--- src/rtl/t4_affine_pipe.sv ---
// t4_affine_pipe: two-stage pipelined tap-4 multiplier for 1/16-phase affine
// interpolation. Each beat carries LANES signed samples sharing one phase; every
// lane is scaled by the tap-4 coefficient for that phase using only shift-add
// terms built from x, 4x and 8x. Valid/ready on both sides, capacity 2 beats.
module t4_affine_pipe #(
    parameter int IN_W  = 11,
    parameter int LANES = 4,
    parameter int OUT_W = IN_W + 4
) (
    input  logic                     clk,
    input  logic                     rst,
    input  logic                     in_valid,
    output logic                     in_ready,
    input  logic [3:0]               in_frac,
    input  logic [LANES*IN_W-1:0]    in_x,
    output logic                     out_valid,
    input  logic                     out_ready,
    output logic [LANES*OUT_W-1:0]   out_y,
    output logic [3:0]               out_frac
);

    logic                    s1_en;
    logic                    s2_en;
    logic                    vld_p1;
    logic                    vld_p2;
    logic [3:0]              frac_p1;
    logic signed [OUT_W-1:0] x_ext [LANES];
    logic signed [OUT_W-1:0] w1_p1 [LANES];
    logic signed [OUT_W-1:0] w4_p1 [LANES];
    logic signed [OUT_W-1:0] w8_p1 [LANES];

    // Magnitude of the tap-4 coefficient times x, built from the shared x, 4x, 8x
    // terms. The coefficient is never positive, so the caller negates the result.
    function automatic logic signed [OUT_W-1:0] tap4_mag(
        input logic [3:0]              frac,
        input logic signed [OUT_W-1:0] w1,
        input logic signed [OUT_W-1:0] w4,
        input logic signed [OUT_W-1:0] w8
    );
        logic signed [OUT_W-1:0] w2, w3, w5, w9, w10, w11, m;
        w2  = w1 <<< 1;
        w3  = w4 - w1;
        w5  = w4 + w1;
        w9  = w8 + w1;
        w10 = w5 <<< 1;
        w11 = w8 + w4 - w1;
        case (frac)
            4'd0:    m = '0;
            4'd1:    m = w2;
            4'd2:    m = w3;
            4'd3:    m = w4;
            4'd4:    m = w5;
            4'd5:    m = w8;
            4'd6:    m = w10;
            4'd7:    m = w10;
            4'd8:    m = w11;
            4'd9:    m = w11;
            4'd10:   m = w9;
            4'd11:   m = w11;
            4'd12:   m = w10;
            4'd13:   m = w8;
            4'd14:   m = w5;
            default: m = w3;
        endcase
        return m;
    endfunction

    // Handshake: a stage advances when it is empty or the stage after it advances.
    assign s2_en     = !vld_p2 || out_ready;
    assign s1_en     = !vld_p1 || s2_en;
    assign in_ready  = s1_en;
    assign out_valid = vld_p2;

    // Sign-extend each input lane to the full product width.
    always_comb begin
        for (int l = 0; l < LANES; l++) begin
            x_ext[l] = {{(OUT_W-IN_W){in_x[l*IN_W+IN_W-1]}}, in_x[l*IN_W +: IN_W]};
        end
    end

    // ---- stage 1: valid tracking ----
    always_ff @(posedge clk) begin
        if (rst)
            vld_p1 <= 1'b0;
        else if (s1_en)
            vld_p1 <= in_valid;
    end

    // Stage 1 data: capture x, 4x, 8x and the phase only on an input transfer.
    always_ff @(posedge clk) begin
        if (s1_en && in_valid) begin
            frac_p1 <= in_frac;
            for (int l = 0; l < LANES; l++) begin
                w1_p1[l] <= x_ext[l];
                w4_p1[l] <= x_ext[l] <<< 2;
                w8_p1[l] <= x_ext[l] <<< 3;
            end
        end
    end

    // ---- stage 2: select magnitude by phase, negate, drive outputs ----
    always_ff @(posedge clk) begin
        if (rst) begin
            vld_p2   <= 1'b0;
            out_y    <= '0;
            out_frac <= 4'd0;
        end else if (s2_en) begin
            vld_p2 <= vld_p1;
            if (vld_p1) begin
                out_frac <= frac_p1;
                for (int l = 0; l < LANES; l++) begin
                    out_y[l*OUT_W +: OUT_W] <= -tap4_mag(frac_p1, w1_p1[l], w4_p1[l], w8_p1[l]);
                end
            end
        end
    end

endmodule

--- config.mk ---
export PLATFORM = sky130hd
export DESIGN_NAME = t4_affine_pipe
export DESIGN_NICKNAME = d
export VERILOG_FILES = /design/src/rtl/t4_affine_pipe.sv
export SDC_FILE = /design/constraint.sdc
export NUM_CORES = 1
export LEC_CHECK = 0
export ABC_CLOCK_PERIOD_IN_PS = 4100
export CAP_MARGIN = 15
export CORE_MARGIN = 2
export CORE_UTILIZATION = 56
export CTS_CLUSTER_DIAMETER = 120
export DETAILED_ROUTE_END_ITERATION = 12
export PLACE_DENSITY = 0.79
export SLEW_MARGIN = 20
export SYNTH_ARGS = -nofsm -noshare
export SYNTH_HDL_FRONTEND = slang
export SYNTH_SLANG_ARGS = --single-unit
--- constraint.sdc ---
create_clock -name clk -period 4.1 [get_ports clk]
set_clock_uncertainty 0.15 [all_clocks]
set_input_delay 1.23 -clock clk [delete_from_list [all_inputs] [get_ports clk]]
set_output_delay 1.23 -clock clk [all_outputs]
set_load 0.05 [all_outputs]
==> results.yml <==
run_status:
  status: "finished, final reports clean"
synth:
  synth-seq-area-share_pct: 16.4
  synthCells: 2193
  synth_edf_count: 48
  synth_flop_cell: "dfxtp_1"
  avgSynthCellArea_um2: 7.68
  syn-cell-area_mm2: 0.0169
  yosys_warnings: 0
  synthDistinctLibCells: 98
  ys_ff_latch: 114
  syn_nets: 2453
  synthArstFlopShare_pct: 0
cts:
  tritoncts: "built"
  cts_sinks: 114
  numCtsBuffers: 17
  htreeDepth: 4
  cts.clk_slew.worst_paths_ns: 0.06
  cts_root_buffer: "clkbuf_16"
  ctsHoldBuffers: 0
  clockBufferDepth: 2
  clock_latency_ns: 0.46
global_route:
  antenna_found_initial: 0
  grt_pass1_vias: 18266
  grt_max_degree: 62
  grt_pass1_wl_mm: 103
  grt_overflow: 0
  grt_usage_pct: 42.5
worst_setup_path:
  crit_arrival_ns: 4.28
  crit_path_end_kind: "flop"
  cp-start-kind: "flop"
  critPathKind: "flop to flop"
  critPathRequiredTime_ns: 4.32
  timing.rr.start: "w1_p1[2][0]"
  critPathMaxFanout: 5
  worstSetupStartpoint: "w1_p1[2][0]"
timing:
  period_minus_slack_ns: 4.05
  slew_violations: 0
  slew_headroom_pct: 21.2
  finalCritPeriodShare_pct: 98.9
  worst_slew_pin_slew_ns: 1.17
  setup_viol: 0
  hold_violations: 0
  max_freq_mhz: 247
route:
  drc_errors: 0
  routed_wl_mm: 68.4
  vias_per_cell: 6.80
  routedWlPerCell_um: 24.1
  vias: 19285
  ant_nets: 0
  drt_iter0_markers: 2616
  firstDrtPassIters: 7
power_and_ir_drop:
  leakagePower_nw: 8.80
  peakVddDrop_v: 0.000364
  powerDensity_mw_per_mm2: 317
  power.total_w: 0.00664
floorplan:
  num_rows: 63
  fp.dieW_um: 177
  core_area_mm2: 0.0296
  num_io_pins: 118
  initial_utilization_pct: 56.9
  die_h_um: 177
  die_area_mm2: 0.0315
place:
  dpl.hpwl_mm: 52.1
  place_congestion: 1.06
  io_buffers: 117
layout:
  final_common_cell: "buf_4"
  nets: 2696
  layout_common_cells: "215 x buf_4, 175 x inv_1, 167 x nor2_1"
  area_growth_pct: 24.1
  antennaDiodeCount: 0
  final_util_pct: 70.5
  drive_gt1_share_pct: 16.1
worst_hold_path:
  hold_path.startpoint: "out_y[49]"
  worstHoldPathType: "flop to flop"
job:
  cap_violations: 0
==> Yosys cell counts, drive strengths merged, types with 9 or more instances <==
cell | n | area [µm²]
nor3 | 63 | 315
fa | 44 | 881
xnor2 | 80 | 701
or4 | 10 | 78.8
a31oi | 15 | 93.8
nand4 | 17 | 106
nand2 | 157 | 589
edfxtp | 48 | 1440
clkbuf | 74 | 279
xor2 | 35 | 307
a21oi | 155 | 776
nand2b | 39 | 244
o21bai | 15 | 113
nor2b | 31 | 194
a211o | 17 | 149
inv | 186 | 698
and3 | 21 | 131
a22oi | 22 | 165
nor3b | 19 | 143
nor4 | 14 | 93.8
ha | 164 | 2050
a2111oi | 9 | 85.1
o21a | 27 | 203
o221ai | 13 | 114
o22ai | 29 | 181
mux2i | 33 | 330
o211ai | 22 | 165
or3 | 31 | 204
and2 | 17 | 109
a211oi | 65 | 488
nor2 | 173 | 659
a221oi | 21 | 184
a21o | 33 | 248
o31ai | 13 | 97.6
a22o | 10 | 87.6
dfxtp | 66 | 1320
nand3 | 54 | 275
buf | 43 | 243
a222oi | 9 | 90.1
o21ai | 129 | 646
==> stage by stage <==
step | setup TNS (ns) | hold slack [ns] | cell area [µm²] | cells | setup WS (ns)
6_report | 0 | 0.301 | 20900 | 2838 | 0.0471
5_1_grt | -0.176 | 0.329 | 20900 | 2838 | -0.0492
4_1_cts | -0.0000675 | 0.303 | 20400 | 2823 | -0.0000675
3_5_place_dp | -0.344 | 0.296 | 19700 | 2788 | -0.125
3_3_place_gp | 0 | 0.290 | 19700 | 2788 | 0.0197
2_1_floorplan | -0.0495 | 0.346 | 16900 | 2193 | -0.0495
==> area by class of cell <==
| type | instances | area (µm²) |
|---|---|---|
| clock buffer | 26 | 573 |
| timing repair buffer | 341 | 2940 |
| sequential | 114 | 2760 |
| fill | 2403 | 8730 |
| tap | 390 | 488 |
| multi-input combinational | 1774 | 13400 |
| inverter | 188 | 709 |
| clock inverter | 5 | 35.0 |
==> state kept, by name, summed over array words and instances, names as in the netlist <==
register	cells
frac_p1	4
out_y	60
out_valid	1
vld_p1	1
out_frac	4
w1_p1	44
==> kinds of logic after synthesis <==
logic type                 Yosys count  share of synthesized area [%]
muxes                               38                           2.29
adders and majority gates          209                           17.5
AOI/OAI and AO/OA                  713                           29.1
buffers and inverters              305                           7.28
xor gates and xnor gates           115                           5.98
and+or+nand+nor                    699                           21.5
DFF                                114                           16.4
==> critical path: stages (launching register included) <==
cell      delay, ns
edfxtp_1       0.35
inv_1          0.08
fa_1           0.54
inv_1          0.04
ha_1           0.34
a21o_1         0.23
a21oi_1        0.22
mux2i_1        0.35
nand4_1        0.27
inv_1          0.18
nand4_1        0.34
nor4b_2        0.43
xor2_1         0.19
nand2_1        0.08
a21oi_1        0.18
==> layer usage <==
layer  GRT usage [%]  vias up  wire length (µm)
li1                -     8630                 -
met1            54.1     8991             26600
met2            66.3     1331             29800
met3            10.7      333              7830
met4            22.5        0              4170
met5               0        -                 0
==> power breakdown <==
part           leakage, nW  switching [W]  internal [W]  total, W
Combinational         7.49        0.00223       0.00151   0.00373
Clock                0.300       0.000607      0.000958   0.00156
Sequential            1.01      0.0000705       0.00127   0.00134
Total                 8.80        0.00290       0.00373   0.00664
==> what timing repair did <==
item,in CTS,in global routing
endpoints found under the hold margin,0,0
setup buffers,4,15
pin swaps,4,31
endpoints found under the setup margin,8,24
gates resized for setup,14,100
==> worst paths after layout <==
kind | to | slack [ns] | cells after the start
worst max register to register | out_y[40] | 0.05 | 14
worst min-delay path | out_y[49] | 0.30 | 2
worst min register to register | out_y[49] | 0.30 | 2
worst max-delay path | out_y[40] | 0.05 | 14
No activity file was read; power rests on OpenSTA's default activity.
